[src/rtl/dtc_vote_accumulator.sv]
// Majority vote over a window of classifier decisions: a per-class histogram is built
// over WIN accepted samples (or a flushed partial window), then the winner is emitted.
module dtc_vote_accumulator #(
    parameter  int WIN = 8,
    localparam int CW  = $clog2(WIN + 1)
) (
    input  logic          clk,
    input  logic          rst,
    input  logic          in_valid,
    output logic          in_ready,
    input  logic [1:0]    in_class,
    input  logic          flush,
    output logic          out_valid,
    input  logic          out_ready,
    output logic [1:0]    out_class,
    output logic [CW-1:0] out_count,
    output logic [CW-1:0] out_total,
    output logic          dbg_state
);

    // Handshake: a sample transfers on a rising edge where in_valid & in_ready;
    // a result transfers where out_valid & out_ready. out_valid and out_* stay
    // stable until that transfer, and in_ready depends on state only.

    typedef enum logic {
        ST_ACCUM = 1'b0,
        ST_EMIT  = 1'b1
    } state_t;

    state_t        r_state;
    state_t        w_state_nxt;
    logic [CW-1:0] r_cnt [4];
    logic [CW-1:0] w_cnt_nxt [4];
    logic [CW-1:0] r_total;
    logic [CW-1:0] w_total_nxt;
    logic          w_accept;
    logic          w_close;
    logic [1:0]    w_win_class;
    logic [CW-1:0] w_win_count;

    logic          r_out_valid;
    logic [1:0]    r_out_class;
    logic [CW-1:0] r_out_count;
    logic [CW-1:0] r_out_total;

    always_comb begin
        w_accept    = in_valid & (r_state == ST_ACCUM);
        w_total_nxt = r_total + CW'(w_accept);
        for (int k = 0; k < 4; k++) begin
            w_cnt_nxt[k] = r_cnt[k] + CW'(w_accept && (in_class == 2'(k)));
        end
    end

    // Strict greater-than while scanning upward keeps the lowest index on ties.
    always_comb begin
        w_win_class = 2'd0;
        w_win_count = w_cnt_nxt[0];
        for (int k = 1; k < 4; k++) begin
            if (w_cnt_nxt[k] > w_win_count) begin
                w_win_class = 2'(k);
                w_win_count = w_cnt_nxt[k];
            end
        end
    end

    always_comb begin
        w_close = (r_state == ST_ACCUM) &&
                  ((w_accept && (r_total == CW'(WIN - 1))) ||
                   (flush && ((r_total != '0) || w_accept)));
    end

    always_comb begin
        w_state_nxt = r_state;
        case (r_state)
            ST_ACCUM: if (w_close)   w_state_nxt = ST_EMIT;
            ST_EMIT:  if (out_ready) w_state_nxt = ST_ACCUM;
            default:                 w_state_nxt = ST_ACCUM;
        endcase
    end

    always_ff @(posedge clk or posedge rst) begin
        if (rst) begin
            r_state <= ST_ACCUM;
        end else begin
            r_state <= w_state_nxt;
        end
    end

    always_ff @(posedge clk or posedge rst) begin
        if (rst) begin
            for (int k = 0; k < 4; k++) r_cnt[k] <= '0;
            r_total <= '0;
        end else if (w_close) begin
            for (int k = 0; k < 4; k++) r_cnt[k] <= '0;
            r_total <= '0;
        end else if (w_accept) begin
            for (int k = 0; k < 4; k++) r_cnt[k] <= w_cnt_nxt[k];
            r_total <= w_total_nxt;
        end
    end

    always_ff @(posedge clk or posedge rst) begin
        if (rst) begin
            r_out_valid <= 1'b0;
            r_out_class <= 2'd0;
            r_out_count <= '0;
            r_out_total <= '0;
        end else if (w_close) begin
            r_out_valid <= 1'b1;
            r_out_class <= w_win_class;
            r_out_count <= w_win_count;
            r_out_total <= w_total_nxt;
        end else if ((r_state == ST_EMIT) && out_ready) begin
            r_out_valid <= 1'b0;
        end
    end

    assign in_ready  = (r_state == ST_ACCUM);
    assign out_valid = r_out_valid;
    assign out_class = r_out_class;
    assign out_count = r_out_count;
    assign out_total = r_out_total;
    assign dbg_state = r_state;

endmodule

[config.mk]
export PLATFORM = sky130hd
export DESIGN_NAME = dtc_vote_accumulator
export DESIGN_NICKNAME = d
export VERILOG_FILES = /design/src/rtl/dtc_vote_accumulator.sv
export SDC_FILE = /design/constraint.sdc
export NUM_CORES = 1
export LEC_CHECK = 0
export ABC_AREA = 1
export BUFFER_PORTS_ARGS = -buffer_cell sky130_fd_sc_hd__buf_2
export CORE_UTILIZATION = 63
export DETAILED_ROUTE_END_ITERATION = 6
export PLACE_DENSITY = 0.84
export SLEW_MARGIN = 20
export SYNTH_ARGS = -nofsm -noshare
export SYNTH_HDL_FRONTEND = slang
export SYNTH_SLANG_ARGS = --single-unit
[constraint.sdc]
create_clock -name clk -period 13.07 [get_ports clk]
set_input_delay 2.614 -clock clk [delete_from_list [all_inputs] [get_ports clk]]
set_output_delay 2.614 -clock clk [all_outputs]
set_load 0.03 [all_outputs]
==> flow_summary.toml, run 1 <==
[sta]
rsz0062_at_grt = "false"
fin_tns_setup_ps = 0
period_minus_slack_ps = 6240
finalSetupViolations = 0
finClkSkew_ps = 5.41
fmax_mhz = 160
relSlewSlack = 0.601
hold_viol_final = 0
worst_slew_pin_slew_ps = 598
holdWs_ps = 485
period_share = 0.477
drv_slew = 0

[setup_path]
r2r_slack_ps = 8660
cpMostUsedCell = "nand2_1"
r2r-start = "dbg_state"
worstReg2RegEnd = "out_count[3]"
reg2reg_depth = 35
start_kind = "input pin"
crit_start = "in_valid"
cp_data_arrival_time_ps = 6470
critPathMaxFanout = 13
cpPeakStageDelay_ps = 300
crit_required_ps = 13300
cp_slowest_cell = "ha_1"
crit_type = "input pin to register"
worstSetupEndpointType = "register"

[floorplanning]
start_util = 0.668
row_count = 20
ioPinCount = 20
core_um2 = 3050
die_w_um = 58.9
die_y_um = 58.9
fp.dieArea_um2 = 3470

[drt]
first_pass_iters = 4
wl_per_cell_um = 12.1
first_iter_violations = 69
vias = 1724
final_antenna_net_count = 0
wirelength_mm = 4.00
drc = 0
vias_per_cell = 5.24

[clock_tree]
clk_path_buf_depth = 2
root_buffer = "clkbuf_4"
cts_tree = "yes"
clock_sinks = 32
cts_hold_buffers = 0
clk_pin_slew_worst_paths_ps = 100
clk_latency_ps = 330
htree_levels = 2
postCtsSetupRepairBufs = 0
cts_resized = 0
cts_made_buffers = 5

[power]
swShare = 0.516
combPwrFrac = 0.624
p_int_uw = 255
p_per_area_nw_per_um2 = 237
p_leak_uw = 0.00123
sequentialPowerShare = 0.262
total_power_uw = 526
clkPwrFrac = 0.114
switching_power_uw = 272
irDropWorstVdd_v = 0.000157

[grt]
grt.total_usage = 0.265
grt_max_degree = 33
overflow = 0
grt_pass1_wl_mm = 6.73
grt_pass1_vias = 1564
antenna_found_initial = 0

[synthesis]
synth_cells = 261
synth_area_leaders = "dfrtp_1 (39%), nand2_1 (14%), ha_1 (10%)"
synth_top_area_frac = 0.392
synth_area_um2 = 2040
synth_edf_count = 0
synth-seq-cells = 32
ys.flop_type = "dfrtp_1"
ys_seq_area_frac = 0.392
syn_area_per_cell_um2 = 7.82
syn-num-nets = 285
synthArstFlopShare = 1.00
yosys_warnings = 0
synth.distinct_cells = 33
yosys.area.top_type = "dfrtp_1"

[worst_hold_path]
whs_path_depth = 2
min_from = "out_count[1]"
min_path_type = "register to register"
min_to = "out_count[1]"

[finish]
fillers = 264
nets = 308
fin_util = 0.728
num_antenna_cells = 0
layout-drive-gt1-share = 0.168
areaGrowthSynthToFinish_pct = 8.95

[place]
port_buffers = 19
place_congestion = 0.893
dp_hpwl_mm = 3.03

[outcome]
status = "completed"

[flow_run]
cap_violations = 0
kinds of logic after synthesis:
| logic type | after synthesis | share of synthesized area |
|---|---|---|
| AND/OR/NAND/NOR | 130 | 0.297 |
| buffers and inverters | 43 | 0.0883 |
| AO/OA/AOI/OAI | 34 | 0.0969 |
| flip-flops | 32 | 0.392 |
| adder cells (fa/ha/maj) | 17 | 0.104 |
| XOR/XNOR | 5 | 0.0215 |
layer usage:
metal / up-vias / wire length (um) / track usage / part of all wire
met5: - / 0 / 0 / 0
met4: 0 / 38 / 0.112 / 0.0095
met3: 6 / 167 / 0.0725 / 0.042
met2: 39 / 1920 / 0.419 / 0.48
met1: 800 / 1870 / 0.341 / 0.47
li1: 879 / - / - / -
layout make-up:
| cell class | instances | area, um2 | area share |
|---|---|---|---|
| tap | 44 | 55.1 | 0.0248 |
| sequential | 32 | 801 | 0.360 |
| clock buffer | 8 | 58.8 | 0.0264 |
| inverter | 39 | 146 | 0.0658 |
| multi-input combinational | 186 | 1060 | 0.477 |
| timing repair buffer | 20 | 103 | 0.0461 |
cells in the mapped netlist, types with 3 or more instances:
library cell	number
nor3_1	5
nand2_1	75
inv_2	7
ha_1	17
o21ai_1	9
inv_1	32
nand3_1	17
xor2_1	4
and2_1	3
nand2_4	4
nor2_1	15
a21oi_1	13
dfrtp_1	32
nand2_2	3
cell usage in the layout, fill, tap and decap left out, types with 3 or more instances in the layout:
master | netlist | layout
nand2_4 | 4 | 4
inv_2 | 7 | 7
nor2_1 | 15 | 15
a21oi_1 | 13 | 13
clkbuf_4 | 0 | 5
xor2_1 | 4 | 4
inv_1 | 32 | 32
nand2_1 | 75 | 75
o21ai_1 | 9 | 9
ha_1 | 17 | 17
nor3_1 | 5 | 5
buf_2 | 0 | 19
nand2_2 | 3 | 3
nand3_1 | 17 | 17
dfrtp_1 | 32 | 32
and2_1 | 3 | 3
sequential cells by signal (all words and copies together) (netlist names):
signal     cells
dbg_state      1
out_class      2
out_count      4
out_total      4
out_valid      1
r_cnt         16
r_total        4
power by group through the flow:
stage	combinational (uW)	clock [uW]	sequential, uW
finish	328	60.1	138
CTS	330	61.3	138
floorplan	240	0	169
detailed placement	329	0	140
global placement	319	0	139
global route	372	65.3	141
worst max-delay path: cells and delay by family:
| kind | cells | cell delay [ps] |
|---|---|---|
| AND/OR/NAND/NOR | 22 | 1780 |
| adder cells (fa/ha/maj) | 4 | 1070 |
| buffers and inverters | 6 | 520 |
| AO/OA/AOI/OAI | 3 | 490 |
worst max-delay path by stage:
stage / endpoint / slack [ps] / cells after the start
4_1_cts: out_count[2] / 6820 / 35
6_report: out_count[3] / 6830 / 35
5_1_grt: out_count[2] / 6340 / 35
3_3_place_gp: out_count[2] / 6630 / 33
2_1_floorplan: out_count[2] / 6830 / 35
3_5_place_dp: out_count[3] / 6490 / 35
metrics by stage:
stage	cells	cell area (um2)	setup slack (ps)
floorplan	261	2040	6830
global placement	321	2160	6630
detailed placement	321	2160	6490
CTS	329	2220	6820
global route	329	2220	6340
finish	329	2220	6830
No activity file was read; power rests on OpenSTA's default activity.
==> inputs of run 2 (changes only) <==
--- a/config.mk
+++ b/config.mk
@@ -5,11 +5,11 @@
 export SDC_FILE = /design/constraint.sdc
 export NUM_CORES = 1
 export LEC_CHECK = 0
-export ABC_AREA = 1
+export ABC_AREA = 0
 export BUFFER_PORTS_ARGS = -buffer_cell sky130_fd_sc_hd__buf_2
-export CORE_UTILIZATION = 63
+export CORE_UTILIZATION = 53
 export DETAILED_ROUTE_END_ITERATION = 6
-export PLACE_DENSITY = 0.84
+export PLACE_DENSITY = 0.76
 export SLEW_MARGIN = 20
 export SYNTH_ARGS = -nofsm -noshare
 export SYNTH_HDL_FRONTEND = slang
==> constraint.sdc (replaced) <==
create_clock -name clk -period 5.15 [get_ports clk]
set_input_delay 1.03 -clock clk [delete_from_list [all_inputs] [get_ports clk]]
set_output_delay 1.03 -clock clk [all_outputs]
set_load 0.03 [all_outputs]
==> run 2 against run 1 <==
First-iteration DRC count rose by 7.2%. Synthesized cell count fell by 24%. Clock power grew 150%. Critical path depth fell by 10. Global-route usage shrank 4.1 points. Utilization fell by 3.5 points. Combinational power grew 77%. Setup slack got worse by 6600 ps.
==> flow_summary.toml, run 2 <==
[grt]
grt_pass1_wl_mm = 6.73
grt_pass1_vias = 1530
grt.total_usage = 0.224
grt_max_degree = 33
antenna_found_initial = 0
overflow = 0

[floorplanning]
die_y_um = 62.4
start_util = 0.567
row_count = 21
die_w_um = 62.4
fp.dieArea_um2 = 3900
ioPinCount = 20
core_um2 = 3420

[clock_tree]
clk_pin_slew_worst_paths_ps = 90
clk_latency_ps = 330
clock_sinks = 32
cts_tree = "yes"
clk_path_buf_depth = 2
cts_made_buffers = 5
root_buffer = "clkbuf_4"
htree_levels = 2

[finish]
mostFrequentLayoutCells = "dfrtp_1 (32), buf_4 (25), nand2_1 (21), nor2_1 (19), buf_2 (19)"
layout_commonest_cell = "dfrtp_1"
layout.area.seq_um2 = 801
fin_util = 0.693
multi_input_area_um2 = 1130
areaGrowthSynthToFinish_pct = 22.4
nets = 268
largest_register_ffs = 16
top_register = "r_cnt"
num_antenna_cells = 0
fillers = 254
layout-drive-gt1-share = 0.298

[synthesis]
synth_top_area_frac = 0.414
synth_compound_area_frac = 0.171
synth_common_cells = "dfrtp_1 (32), nand2_1 (22), nor2_1 (19)"
synth_top_family_by_area = "compound AO/OA/AOI/OAI gates"
yosys.cell_count.top_type = "dfrtp_1"
synth-seq-cells = 32
synth.mux.area_fraction = 0.0368
syn-num-nets = 222
synth_area_leaders = "dfrtp_1 (41%), ha_1 (11%), nand2_1 (4.3%)"
synth-xor-area-share = 0.0769
synth_edf_count = 0
synth_simple_gate_area_frac = 0.146
ys.flop_type = "dfrtp_1"
synthArstFlopShare = 1.00
yosys.area.top_type = "dfrtp_1"
yosys_warnings = 0
yosys.area_share.adder = 0.122
synth.distinct_cells = 38
synth_cells = 198
syn_area_per_cell_um2 = 9.78
ys_seq_area_frac = 0.414
synth_area_um2 = 1940

[drt]
drc = 0
first_iter_violations = 74
dr_wl_met3_um = 105
vias = 1564
wirelength_mm = 4.04
wl_met2_mm = 2.06
first_pass_iters = 4
vias_per_cell = 5.37
topRoutingLayerUsed = "met4"
final_antenna_net_count = 0
wl_per_cell_um = 13.9
met1_length_mm = 1.81

[power]
sequentialPowerShare = 0.318
p_per_area_nw_per_um2 = 451
irDropWorstVdd_v = 0.000290
swShare = 0.407
p_leak_uw = 0.00117
combPwrFrac = 0.543
p_int_uw = 632
clkPwrFrac = 0.140
switching_power_uw = 435

[setup_path]
start_kind = "input pin"
crit_required_ps = 5370
critPathMaxFanout = 6
crit_type = "input pin to register"
worstSetupEndpointType = "register"
cp_data_arrival_time_ps = 5130

[sta]
hold_viol_final = 0
worst_slew_pin_slew_ps = 800
finalSetupViolations = 0
relSlewSlack = 0.465
fin_ws_ps = 241
period_share = 0.953
period_minus_slack_ps = 4910
drv_slew = 0
fmax_mhz = 204
finClkSkew_ps = 9.31

[place]
place_ws_ps = -141
place_congestion = 0.832
dp_hpwl_mm = 2.93
port_buffers = 19

[flow_run]
cap_violations = 0

[outcome]
status = "completed"

[worst_hold_path]
min_path_type = "register to register"
==> run 2: cell types whose count changed after synthesis, sizes merged, moves of 4 or more <==
cell    before  now
a21oi       14    9
a22o         0    9
clkbuf       1    5
inv         39   10
nand2       82   22
nand2b       0    4
nand3       19    7
xnor2        1    8
xor2         4    9
==> run 2: logic make-up (layout without fill, tap and decap cells) <==
group,Yosys count,in the layout
AOI/OAI and AO/OA,46,46
and+or+nand+nor,63,63
xor gates and xnor gates,17,17
adders and majority gates,19,19
muxes,6,6
DFF,32,32
buffers and inverters,15,62
==> run 2: timing repair <==
item	in CTS	in global routing
buffers inserted	0	3
hold buffers	0	0
gates resized for setup	0	6
endpoints found under the setup margin	0	6
==> run 2: layout make-up <==
class	count	area share
inverter	10	0.0158
clock buffer	7	0.0232
tap	46	0.0243
multi-input combinational	151	0.476
timing repair buffer	44	0.119
sequential	32	0.338
clock inverter	1	0.00317
==> run 2: through the flow <==
| stage | area, um2 | power [uW] | TNS (ps) | std cells | hold slack (ps) |
|---|---|---|---|---|---|
| floorplan | 1970 | 722 | 0 | 198 | 477 |
| global placement | 2250 | 872 | -222 | 280 | 456 |
| detailed placement | 2250 | 884 | -667 | 280 | 477 |
| CTS | 2310 | 1040 | 0 | 288 | 503 |
| global route | 2370 | 1150 | -152 | 291 | 524 |
| finish | 2370 | 1070 | 0 | 291 | 497 |
==> run 2: critical path: stages <==
cell and delay (ps):
buf_2 110, nor2b_2 160, nand2_1 60, nor2_1 40
ha_1 280, inv_1 60, ha_4 260, o21a_1 130
o22ai_1 70, o21a_1 210, o21ai_2 180, mux2_4 330
ha_1 280, inv_2 70, a2bb2oi_2 120, o21ai_1 80
mux2i_2 290, mux2i_2 310, ha_1 290, o21ai_1 80
nand2b_1 80, a21oi_2 140, a41o_2 190, nand2_4 80
o22a_2 180
==> run 2: final timing paths <==
| path | slack, ps | from | to | cells after the start |
|---|---|---|---|---|
| worst max register to register | 540 | dbg_state | out_class[1] | 23 |
| worst min register to register | 500 | out_count[3] | out_count[3] | 2 |
| worst min-delay path | 500 | out_count[3] | out_count[3] | 2 |
| min in group asynchronous | 770 | rst | r_cnt[0] | 3 |
| worst max-delay path | 240 | in_valid | out_class[1] | 25 |
| max in group asynchronous | 4090 | rst | r_cnt[11] | 3 |
==> run 2: per-layer routing <==
metal	up-vias	GRT usage
met5	-	0
met4	0	0.0843
met3	9	0.0529
met2	21	0.390
met1	743	0.266
li1	791	-
==> run 2: power by group through the flow <==
stage | clock (uW) | combinational (uW) | sequential, uW
2_1_floorplan | 0 | 313 | 409
3_5_place_dp | 0 | 540 | 344
6_report | 149 | 579 | 339
4_1_cts | 155 | 543 | 340
3_3_place_gp | 0 | 531 | 341
5_1_grt | 165 | 634 | 346
